===== config.mk =====
export PLATFORM = sky130hd
export DESIGN_NAME = calc_seg_scan_flat
export DESIGN_NICKNAME = d
export VERILOG_FILES = /design/src/rtl/calc_seg_scan_if.sv /design/src/rtl/calc_seg_scan.sv /design/src/flat_wrapper.sv
export SDC_FILE = /design/constraint.sdc
export NUM_CORES = 1
export LEC_CHECK = 0
export ABC_AREA = 1
export CAP_MARGIN = 20
export CORE_MARGIN = 5
export CORE_UTILIZATION = 55
export CTS_CLUSTER_DIAMETER = 30
export DETAILED_ROUTE_END_ITERATION = 7
export PLACE_DENSITY = 0.78
export SLEW_MARGIN = 15
export SYNTH_ARGS = -nofsm -noshare
export SYNTH_HDL_FRONTEND = slang
export SYNTH_SLANG_ARGS = --single-unit

===== constraint.sdc =====
create_clock -name clk -period 3.99 [get_ports clk]
set_clock_uncertainty 0.1 [all_clocks]
set_input_delay 0.399 -clock clk [delete_from_list [all_inputs] [get_ports clk]]
set_output_delay 0.399 -clock clk [all_outputs]
set_load 0.01 [all_outputs]

===== src/rtl/calc_seg_scan_if.sv =====
// Display-side bus of the calculator scan block: core value/dot in, panel pins and busy out.
interface calc_seg_scan_if;
    logic [6:0] result;
    logic       dot;
    logic [0:6] seg;
    logic       dp;
    logic [0:3] en;
    logic       busy;

    modport master (output result, dot, input seg, dp, en, busy);
    modport slave  (input result, dot, output seg, dp, en, busy);
endinterface


===== src/rtl/calc_seg_scan.sv =====
// Binary-to-BCD (double dabble) plus 4-digit common-anode seven-segment scanner.
// Define CALC_SCAN_BLANK_EN to blank leading zeros instead of showing them.
module calc_seg_scan #(
    parameter int REFRESH_DIV = 100000
) (
    input  logic            clk,
    input  logic            rst_n,
    calc_seg_scan_if.slave  bus
);
    localparam int CW = (REFRESH_DIV > 2) ? $clog2(REFRESH_DIV) : 1;
    localparam logic [0:6] BLANK = 7'b1111111;

    typedef enum logic [1:0] {IDLE, CONV, LOAD} state_t;

    state_t      state_q, state_d;
    logic [6:0]  shown_q, shown_d;
    logic [6:0]  bin_q, bin_d;
    logic [11:0] bcd_q, bcd_d, bcd_adj;
    logic [2:0]  it_q, it_d;
    logic [3:0]  d_h_q, d_h_d, d_t_q, d_t_d, d_u_q, d_u_d;
    logic        dot_q;
    logic [CW-1:0] ref_q;
    logic [1:0]  idx_q;
    logic [0:6]  seg_q, seg_d;
    logic [0:3]  en_q;
    logic        dp_q;

    function automatic logic [0:6] seg_of(input logic [3:0] d);
        case (d)
            4'd0: seg_of = 7'b0000001;
            4'd1: seg_of = 7'b1001111;
            4'd2: seg_of = 7'b0010010;
            4'd3: seg_of = 7'b0000110;
            4'd4: seg_of = 7'b1001100;
            4'd5: seg_of = 7'b0100100;
            4'd6: seg_of = 7'b0100000;
            4'd7: seg_of = 7'b0001111;
            4'd8: seg_of = 7'b0000000;
            4'd9: seg_of = 7'b0000100;
            default: seg_of = BLANK;
        endcase
    endfunction

    // Nibbles are always <= 9 here, so +3 never carries into the next nibble.
    always_comb begin
        bcd_adj = bcd_q;
        for (int n = 0; n < 3; n++)
            if (bcd_q[n*4 +: 4] >= 4'd5) bcd_adj[n*4 +: 4] = bcd_q[n*4 +: 4] + 4'd3;
    end

    always_comb begin
        state_d = state_q;
        shown_d = shown_q;
        bin_d   = bin_q;
        bcd_d   = bcd_q;
        it_d    = it_q;
        d_h_d   = d_h_q;
        d_t_d   = d_t_q;
        d_u_d   = d_u_q;
        case (state_q)
            IDLE: if (bus.result != shown_q) begin
                bin_d   = bus.result;
                shown_d = bus.result;
                bcd_d   = '0;
                it_d    = '0;
                state_d = CONV;
            end
            CONV: begin
                bcd_d = {bcd_adj[10:0], bin_q[6]};
                bin_d = {bin_q[5:0], 1'b0};
                it_d  = it_q + 3'd1;
                if (it_q == 3'd6) state_d = LOAD;
            end
            LOAD: begin
                d_h_d   = bcd_q[11:8];
                d_t_d   = bcd_q[7:4];
                d_u_d   = bcd_q[3:0];
                state_d = IDLE;
            end
            default: state_d = IDLE;
        endcase
    end

    always_ff @(posedge clk or negedge rst_n) begin
        if (!rst_n) begin
            state_q <= IDLE;
            shown_q <= '0;
            bin_q   <= '0;
            bcd_q   <= '0;
            it_q    <= '0;
            d_h_q   <= '0;
            d_t_q   <= '0;
            d_u_q   <= '0;
            dot_q   <= 1'b0;
        end else begin
            state_q <= state_d;
            shown_q <= shown_d;
            bin_q   <= bin_d;
            bcd_q   <= bcd_d;
            it_q    <= it_d;
            d_h_q   <= d_h_d;
            d_t_q   <= d_t_d;
            d_u_q   <= d_u_d;
            dot_q   <= bus.dot;
        end
    end

    always_comb begin
        seg_d = BLANK;
        case (idx_q)
`ifdef CALC_SCAN_BLANK_EN
            2'd0: seg_d = BLANK;
            2'd1: seg_d = (d_h_q == 4'd0) ? BLANK : seg_of(d_h_q);
            2'd2: seg_d = (d_h_q == 4'd0 && d_t_q == 4'd0) ? BLANK : seg_of(d_t_q);
`else
            2'd0: seg_d = seg_of(4'd0);
            2'd1: seg_d = seg_of(d_h_q);
            2'd2: seg_d = seg_of(d_t_q);
`endif
            default: seg_d = seg_of(d_u_q);
        endcase
    end

    // Pins load only on the wrap edge, so seg/en/dp always change as one set.
    always_ff @(posedge clk or negedge rst_n) begin
        if (!rst_n) begin
            ref_q <= '0;
            idx_q <= '0;
            seg_q <= BLANK;
            en_q  <= 4'b1111;
            dp_q  <= 1'b1;
        end else if (ref_q == CW'(REFRESH_DIV - 1)) begin
            ref_q <= '0;
            idx_q <= idx_q + 2'd1;
            seg_q <= seg_d;
            en_q  <= ~(4'b1000 >> idx_q);
            dp_q  <= !(idx_q == 2'd3 && dot_q);
        end else begin
            ref_q <= ref_q + CW'(1);
        end
    end

    assign bus.seg  = seg_q;
    assign bus.en   = en_q;
    assign bus.dp   = dp_q;
    assign bus.busy = (state_q != IDLE);
endmodule


===== src/flat_wrapper.sv =====
// flat-port wrapper written by rule: the top's interface ports become plain ports
module calc_seg_scan_flat 
#(
    parameter int REFRESH_DIV = 100000
)
  (clk, rst_n, bus_result, bus_dot, bus_seg, bus_dp, bus_en, bus_busy);
  calc_seg_scan_if bus_i ();
  input  logic clk;
  input  logic rst_n;
  input wire logic [$bits(bus_i.result)-1:0] bus_result;
  input wire logic [$bits(bus_i.dot)-1:0] bus_dot;
  output wire logic [$bits(bus_i.seg)-1:0] bus_seg;
  output wire logic [$bits(bus_i.dp)-1:0] bus_dp;
  output wire logic [$bits(bus_i.en)-1:0] bus_en;
  output wire logic [$bits(bus_i.busy)-1:0] bus_busy;
  assign bus_i.result = bus_result;
  assign bus_i.dot = bus_dot;
  assign bus_seg = bus_i.seg;
  assign bus_dp = bus_i.dp;
  assign bus_en = bus_i.en;
  assign bus_busy = bus_i.busy;
  calc_seg_scan #(.REFRESH_DIV(REFRESH_DIV)) u_core (.clk(clk), .rst_n(rst_n), .bus(bus_i));
endmodule

# == Word level (Yosys, flattened, before mapping) ==
# Memory sizes are Yosys's and may differ from the RTL's.
# Cells that the tools add are included.
# classes
n_mux,14
eq_ne,10
n_bitwise,1
magnitude_cmp,3
reduce_logical,9
shift,1
addsub,6
# op_table
cell,count
$pmux W12 S2,1
$pmux W7 S3,1
$add A17 B1 Y17 const B,1
$eq A17 B17 Y1 const B,1
$mux W17,1
$pmux W7 S2,1
$ge A4 B3 Y1 const B,3
$mux W12,1
$add A4 B2 Y4 const B,2
$mux W4,2
$mux W7,1
$ne A7 B7 Y1,1
$eq A2 B2 Y1 const B,3
$mux W3,2
$pmux W3 S2,1
$reduce_and A2 Y1,3
$eq A2 B1 Y1 const B,2
$logic_not A2 Y1,2
$mux W2,2
$ne A2 B1 Y1 const B,2
$not A4 Y4,1
$pmux W2 S2,1
$reduce_bool A2 Y1,2
$shr A4 B2 Y4 const A,1
6 further kinds,6
# word_totals
regBits,75
romBits,336
memories,3
word_cells,61
# memory_table
name,depth,width,rd,rd_ports_with_merged_regs,wr,line,rtl
(name not given),16,7,1,0,0,calc_seg_scan.sv:29,case (d)
(name not given),16,7,1,0,0,calc_seg_scan.sv:29,
(name not given),16,7,1,0,0,calc_seg_scan.sv:29,

# == Depth between registers and ports, before layout ==
# Gate-level depths: netlist (run 1).
# depth
ltp_word,3
mapped_depth,10
mapped_depth_nobuf,10

# == Least setup slack after synthesis (run 1) ==
# Ideal clock, no wire load.
# synth_timing
path_type,register -> register
start,register u_core.ref_q[0]
end,"register u_core.en_q, in the netlist u_core.bus.en[3]"
t_arrival_ns,1.336
required_ns,3.815
path_buffers,1
period_less_slack_ns,1.512
stages_incl_launch_ff,11
path_slack_ns,2.478
cell_sequence,dfrtp_1 ha_1 nand2_2 nor2_8 inv_4 nor2_4 nand2_4 clkinv_4 buf_12 o21ai_1 inv_2
# synth_between
elab_chain_len,1
# synth_rtl
item,line,rtl
from (decl),calc_seg_scan.sv:22,logic [CW-1:0] ref_q;
from (signal assigned),calc_seg_scan.sv:139,ref_q <= ref_q + CW'(1);
$eq A17 B17 Y1,calc_seg_scan.sv:132,end else if (ref_q == CW'(REFRESH_DIV - 1)) begin
to (signal assigned),calc_seg_scan.sv:136,en_q <= ~(4'b1000 >> idx_q);
to (decl),calc_seg_scan.sv:25,logic [0:3] en_q;
# No other way between the ends.
# A chain may end at the register's enable or synchronous reset.

# == Worst setup path in the final report (run 1) ==
# layout_timing
start,input bus_result[5]
end,register u_core.bin_q[1]
# layout_between
elab_chain_len,3
# layout_rtl
item,line,rtl
from (decl),flat_wrapper.sv:10,input wire logic [$bits(bus_i.result)-1:0] bus_result;
$ne A7 B7 Y1,calc_seg_scan.sv:61,IDLE: if (bus.result != shown_q) begin
$ne A2 B1 Y1 (no source line),-,
$reduce_and A2 Y1 (no source line),-,
to (signal assigned),calc_seg_scan.sv:98,bin_q <= bin_d;
to (decl),calc_seg_scan.sv:17,"logic [6:0] bin_q, bin_d;"
# No other way between the ends.

==> flow_summary.json, run 1 <==
{
  "num_antenna_cells": 0,
  "core_area_mm2": 0.007767,
  "cap_violations": 0,
  "gpl_wtd_cong": 0.8383,
  "outcome": "finished, violations left",
  "first_global_vias": 3404,
  "io_buffer_count": 22,
  "irDropWorstVdd_mv": 0.3694,
  "cts.repair.resized": 0,
  "tightest_slew_ns": 0.8720,
  "postSynthNetCount": 604,
  "synth.yosys.seq_area_share": 0.4286,
  "worst_hold_path_type": "in2async",
  "grtUsageMet2": 0.3073,
  "vias": 3521,
  "unrepaired_setup_endpoints_after_global_routing": "no",
  "finish.cell_count_without_fillers": 692,
  "cts.sinks": 75,
  "fillerInstances": 682,
  "cp_num_buf_inv": 2,
  "async_flop_share": 1.000,
  "ys_ff_latch": 75,
  "grt.met3_usage": 0.03927,
  "cts-htree-levels": 3,
  "max_freq_mhz": 481.1,
  "failed_checks": "negative hold slack",
  "synth_edf_count": 0,
  "clk-insertion-delay-late_ns": 0.35,
  "cts_setup_buffers": 0,
  "antenna_found_initial": 0,
  "clk_pin_slew_worst_paths_ns": 0.09,
  "die_x_um": 99.59,
  "dominant_synthesized_flop_cell": "sky130_fd_sc_hd__dfrtp_1",
  "power_per_cell_area_mw_per_mm2": 554.2,
  "die_height_um": 99.59,
  "syn_avg_cell_area_um2": 7.841,
  "path_type_of_the_worst_setup_path": "in2reg",
  "reg2reg_slack_ns": 2.03,
  "grt_util_all_layers": 0.1808,
  "detail-route-antenna-nets": 0,
  "synth.cell_area_mm2": 0.004414,
  "total_leakage_power_nw": 2.478,
  "path_common_cell": "sky130_fd_sc_hd__nand2_1",
  "numCtsBuffers": 9,
  "initial_utilization": 0.5683,
  "areaGrowthSynthToFinish_pct": 11.00,
  "globalRouteMet1Util": 0.2301,
  "postSynthCellCount": 563,
  "critical_path.endpoint_type": "register",
  "final_max_slew_viol_count": 0,
  "report.final.setup_viol": 0,
  "floorplan.io_pins": 23,
  "startpoint_type": "primary input",
  "grt_overflow": 0,
  "grt_busiest_layer": "met2",
  "drt_drc": 0,
  "post_route_setup_tns_ns": 0,
  "detailedPlacementHpwl_mm": 6.024,
  "detailedRoute.firstIterationViolations": 176,
  "drt-pass1-iter-count": 5,
  "remaining_max_slew_budget_at_the_tightest_pin": 0.4180,
  "postRouteWirelength_mm": 8.221,
  "netlist-cell-type-count": 36,
  "fin_crit_ns": 2.079,
  "clock_tree.root_cell": "sky130_fd_sc_hd__clkbuf_8",
  "tritoncts_clock_tree": "yes",
  "yosys_warnings": 0,
  "cts.hold.buffers_added": 0,
  "crit_chain": "clkdlybuf4s50_1, inv_1, nand2_1, nand2_1, nand2_1, nor2_1, nand2_1, nand2_2, nand2_1, nand2_1, nand2_1",
  "std_cell_rows": 32,
  "drive_gt1_frac": 0.09661,
  "fin_worst_hold_slack_ns": -0.007827,
  "grt_first_pass_wirelength_mm": 14.77,
  "die-area_mm2": 0.009917,
  "wl_per_cell_um": 11.88,
  "grt_max_degree": 37,
  "num-nets-final": 626,
  "critical_path.top_delay_family": "simple AND/OR/NAND/NOR gates",
  "placed_cells_incl_taps": 676,
  "critPathMaxFanout": 36,
  "finalHoldViolCount": 3,
  "fin_crit_sh": 0.5209,
  "routed_via_density": 5.088,
  "maximum_cell_stage_delay_along_the_critical_path_ns": 0.46,
  "clk_path_buf_depth": 2,
  "critical-path-slowest-cell": "sky130_fd_sc_hd__nand2_2",
  "arrival_worst_endpoint_ns": 2.23,
  "critPathRequiredTime_ns": 4.14
}
## Yosys cell counts, types with 2 or more instances
| cell type | instances | area share |
|---|---|---|
| sky130_fd_sc_hd__nand2_1 | 156 | 0.13 |
| sky130_fd_sc_hd__inv_1 | 75 | 0.064 |
| sky130_fd_sc_hd__dfrtp_1 | 63 | 0.36 |
| sky130_fd_sc_hd__o21ai_0 | 58 | 0.066 |
| sky130_fd_sc_hd__nand3_1 | 41 | 0.046 |
| sky130_fd_sc_hd__nor2_1 | 40 | 0.034 |
| sky130_fd_sc_hd__ha_1 | 31 | 0.088 |
| sky130_fd_sc_hd__a21oi_1 | 20 | 0.023 |
| sky130_fd_sc_hd__xor2_1 | 14 | 0.028 |
| sky130_fd_sc_hd__dfstp_2 | 12 | 0.071 |
| sky130_fd_sc_hd__nand4_1 | 6 | 0.0085 |
| sky130_fd_sc_hd__clkbuf_1 | 5 | 0.0043 |
| sky130_fd_sc_hd__nand3_2 | 5 | 0.011 |
| sky130_fd_sc_hd__buf_2 | 4 | 0.0045 |
| sky130_fd_sc_hd__nand2_2 | 4 | 0.0057 |
| sky130_fd_sc_hd__nor3_1 | 4 | 0.0045 |
| sky130_fd_sc_hd__a21oi_2 | 2 | 0.0040 |
| sky130_fd_sc_hd__buf_4 | 2 | 0.0034 |
| sky130_fd_sc_hd__inv_2 | 2 | 0.0017 |
| sky130_fd_sc_hd__nor2_2 | 2 | 0.0028 |
| sky130_fd_sc_hd__nor3_2 | 2 | 0.0045 |
## final timing paths
kind,from,endpoint,cells after the start
setup / recovery,bus_result[5],u_core.bin_q[1],11
hold / removal,rst_n,u_core.ref_q[2],1
setup reg to reg,u_core.shown_q[6],u_core.bin_q[1],10
hold reg to reg,u_core.bus.seg[5],u_core.bus.seg[5],2
max in group asynchronous,rst_n,u_core.it_q[2],2
min in group clk,u_core.bus.seg[5],u_core.bus.seg[5],2
## metal layers
layer	up-vias	share of wire	wire length (µm)
li1	1822	-	-
met1	1623	0.47	3854
met2	65	0.48	3911
met3	11	0.042	345
met4	0	0.013	109
met5	-	0	0
## power by group
part	total [mW]	internal, mW	leakage, nW	switching, mW
Sequential	1.14	0.952	0.927	0.185
Clock	0.613	0.311	0.0995	0.301
Combinational	0.966	0.361	1.45	0.605
Total	2.72	1.62	2.48	1.09
## layout by cell type, fill, tap and decap left out, types with 2 or more instances in the layout
cell type,instances
sky130_fd_sc_hd__a21oi_1,20
sky130_fd_sc_hd__a21oi_2,2
sky130_fd_sc_hd__buf_4,3
sky130_fd_sc_hd__clkbuf_8,10
sky130_fd_sc_hd__clkdlybuf4s50_1,21
sky130_fd_sc_hd__clkinv_4,2
sky130_fd_sc_hd__clkinvlp_4,2
sky130_fd_sc_hd__dfrtp_1,63
sky130_fd_sc_hd__dfstp_2,12
sky130_fd_sc_hd__ha_1,31
sky130_fd_sc_hd__inv_1,75
sky130_fd_sc_hd__inv_2,2
sky130_fd_sc_hd__inv_6,2
sky130_fd_sc_hd__nand2_1,156
sky130_fd_sc_hd__nand2_2,4
sky130_fd_sc_hd__nand3_1,41
sky130_fd_sc_hd__nand3_2,5
sky130_fd_sc_hd__nand4_1,6
sky130_fd_sc_hd__nor2_1,40
sky130_fd_sc_hd__nor2_2,2
sky130_fd_sc_hd__nor3_1,4
sky130_fd_sc_hd__nor3_2,2
sky130_fd_sc_hd__o21ai_0,58
sky130_fd_sc_hd__xor2_1,14
## cell families after synthesis
family	count (synthesis)	share of synthesized area
compound gates	83	0.09807
xor+xnor	15	0.02976
fa+ha+maj	31	0.08787
buf+inv	93	0.08900
flops	75	0.4286
simple gates	266	0.2667
## layout make-up
cell class                      count  area (µm²)  share of cell area
Inverter                           79       304.0             0.06205
Clock buffer                       10       137.6             0.02809
Timing Repair Buffer               25       237.7             0.04852
Tap cell                          102       127.6             0.02605
Sequential cell                    75        1892              0.3861
Clock inverter                      6       71.32             0.01456
Multi-Input combinational cell    395        2130              0.4346
## sequential cells by signal, summed over array words and instances, names as in the netlist
register / flops
u_core.ref_q: 17
u_core.bcd_q: 12
u_core.bin_q: 7
u_core.bus.seg: 7
u_core.shown_q: 7
u_core.bus.en: 4
u_core.d_h_q: 4
u_core.d_t_q: 4
u_core.d_u_q: 4
u_core.it_q: 3
u_core.idx_q: 2
u_core.state_q: 2
u_core.bus.dp: 1
u_core.dot_q: 1
## stage by stage
step | power [mW] | utilization | worst slack [ns] | area, µm²
finish | 2.716 | 0.6308 | 1.911 | 4900
detailed placement | 2.119 | 0.6039 | 1.534 | 4691
global route | 2.988 | 0.6308 | 1.609 | 4900
floorplan | 1.884 | - | 2.478 | 4414
CTS | 2.737 | 0.6308 | 1.900 | 4900
global placement | 2.059 | 0.6039 | 1.584 | 4691
Power figures use the tool's default switching activity.
==> run 2: changes to the inputs <==
==> constraint.sdc (replaced) <==
create_clock -name clk -period 2.2 [get_ports clk]
set_clock_uncertainty 0.1 [all_clocks]
set_input_delay 0.22 -clock clk [delete_from_list [all_inputs] [get_ports clk]]
set_output_delay 0.22 -clock clk [all_outputs]
set_load 0.01 [all_outputs]
==> flow_summary.json, run 2 (synthesis results as in run 1) <==
{
  "grt_max_degree": 58,
  "most_frequent_cells_in_the_layout": "sky130_fd_sc_hd__nand2_1, sky130_fd_sc_hd__inv_1, sky130_fd_sc_hd__dfrtp_1",
  "clk_path_buf_depth": 2,
  "num-nets-final": 629,
  "numCtsBuffers": 9,
  "unrepaired_setup_endpoints_after_global_routing": "no",
  "drt-pass1-iter-count": 6,
  "irDropWorstVdd_mv": 0.7008,
  "critPathMaxFanout": 4,
  "tightest_slew_ns": 0.6134,
  "drt_drc": 0,
  "arrival_worst_endpoint_ns": 1.59,
  "std_cell_rows": 32,
  "fin_crit_sh": 0.8676,
  "grt_first_pass_wirelength_mm": 15.12,
  "fillerInstances": 653,
  "antenna_found_initial": 0,
  "cts-htree-levels": 3,
  "areaGrowthSynthToFinish_pct": 12.59,
  "dpl_cell_area_mm2": 0.004718,
  "clk-insertion-delay-late_ns": 0.35,
  "largestRegisters": "u_core.ref_q: 17 flops, u_core.bcd_q: 12 flops",
  "placed_cells_incl_taps": 678,
  "remaining_max_slew_budget_at_the_tightest_pin": 0.5901,
  "routed_via_density": 5.153,
  "grt_overflow": 0,
  "largest_register_ffs": 17,
  "dp_slack_ns": 0.3511,
  "detail-route-antenna-nets": 0,
  "die_x_um": 99.59,
  "final_common_cell": "sky130_fd_sc_hd__nand2_1",
  "critPathRequiredTime_ns": 1.88,
  "tritoncts_clock_tree": "yes",
  "finalHoldViolCount": 0,
  "fin_crit_ns": 1.909,
  "post_route_setup_tns_ns": 0,
  "die_height_um": 99.59,
  "wl_per_cell_um": 12.29,
  "core_area_mm2": 0.007767,
  "total_leakage_power_nw": 2.509,
  "design_area_mm2": 0.004970,
  "final_max_slew_viol_count": 0,
  "grt_util_all_layers": 0.1859,
  "vias": 3581,
  "cts_setup_buffers": 0,
  "cts.sinks": 75,
  "io_buffer_count": 22,
  "path_type_of_the_worst_setup_path": "reg2out",
  "outcome": "finished clean",
  "finish.cell_count_without_fillers": 695,
  "detailedPlacementHpwl_mm": 6.158,
  "detailedRoute.firstIterationViolations": 165,
  "critical_path.endpoint_type": "output port",
  "clk_pin_slew_worst_paths_ns": 0.08,
  "power.total_mw": 5.143,
  "initial_utilization": 0.5683,
  "startpoint_type": "register",
  "clock_tree.root_cell": "sky130_fd_sc_hd__clkbuf_8",
  "first_global_vias": 3489,
  "cap_violations": 0,
  "floorplan.io_pins": 23,
  "num_antenna_cells": 0,
  "drive_gt1_frac": 0.09781,
  "report.final.setup_viol": 0,
  "gpl_wtd_cong": 0.8638,
  "max_freq_mhz": 523.9,
  "power_per_cell_area_mw_per_mm2": 1035,
  "die-area_mm2": 0.009917,
  "postRouteWirelength_mm": 8.542,
  "worst_hold_path_type": "in2reg",
  "registers.top_by_ff_count": "u_core.ref_q",
  "timing.final.ws_setup_ns": 0.2912
}
run 2: critical path, stage by stage, from the launching register on:
cell,delay (ns)
sky130_fd_sc_hd__dfrtp_1,0.38
sky130_fd_sc_hd__nor2_1,0.29
sky130_fd_sc_hd__inv_1,0.08
sky130_fd_sc_hd__clkdlybuf4s50_1,0.49
run 2: final timing paths:
check / from / end / slack (ns) / depth (start not counted)
min in group asynchronous: rst_n / u_core.ref_q[2] / 0.23 / 2
hold reg to reg: u_core.ref_q[0] / u_core.ref_q[0] / 0.37 / 1
max in group asynchronous: rst_n / u_core.bcd_q[8] / 1.10 / 3
hold / removal: bus_dot / u_core.dot_q / 0.21 / 1
setup / recovery: u_core.state_q[0] / bus_busy / 0.29 / 3
setup reg to reg: u_core.idx_q[0] / u_core.bus.seg[1] / 0.46 / 7
run 2: cell type report:
type | instances | area [µm²] | area share
clock inverter | 6 | 113.9 | 0.02291
clock buffer | 10 | 127.6 | 0.02568
timing repair buffer | 28 | 275.3 | 0.05539
sequential | 75 | 1892 | 0.3807
tap | 102 | 127.6 | 0.02568
multi-input combinational | 395 | 2130 | 0.4285
inverter | 79 | 304.0 | 0.06118
run 2: repair_timing:
action | 4_1_cts | 5_1_grt
endpoints found under the hold margin | 6 | 0
hold buffers | 1 | 0
resized for setup | 0 | 0
run 2: where the power goes:
| group | switching [mW] | total, mW | internal (mW) |
|---|---|---|---|
| Combinational | 1.12 | 1.80 | 0.682 |
| Sequential | 0.326 | 2.05 | 1.73 |
| Clock | 0.537 | 1.29 | 0.756 |
run 2: metrics by stage:
step	hold WS [ns]	utilization
floorplan	-0.1756	-
finish	0.2102	0.6398
CTS	0.1959	0.6398
detailed placement	0.09084	0.6074
global route	0.1937	0.6398
global placement	0.07868	0.6074
run 2: per-layer routing:
layer / global-route usage / up-vias / routed length [µm]
met1: 0.2295 / 1672 / 3908
met4: 0.06828 / 0 / 155
met2: 0.3218 / 71 / 4140
met3: 0.03717 / 14 / 338
met5: 0 / - / 0
li1: - / 1824 / -
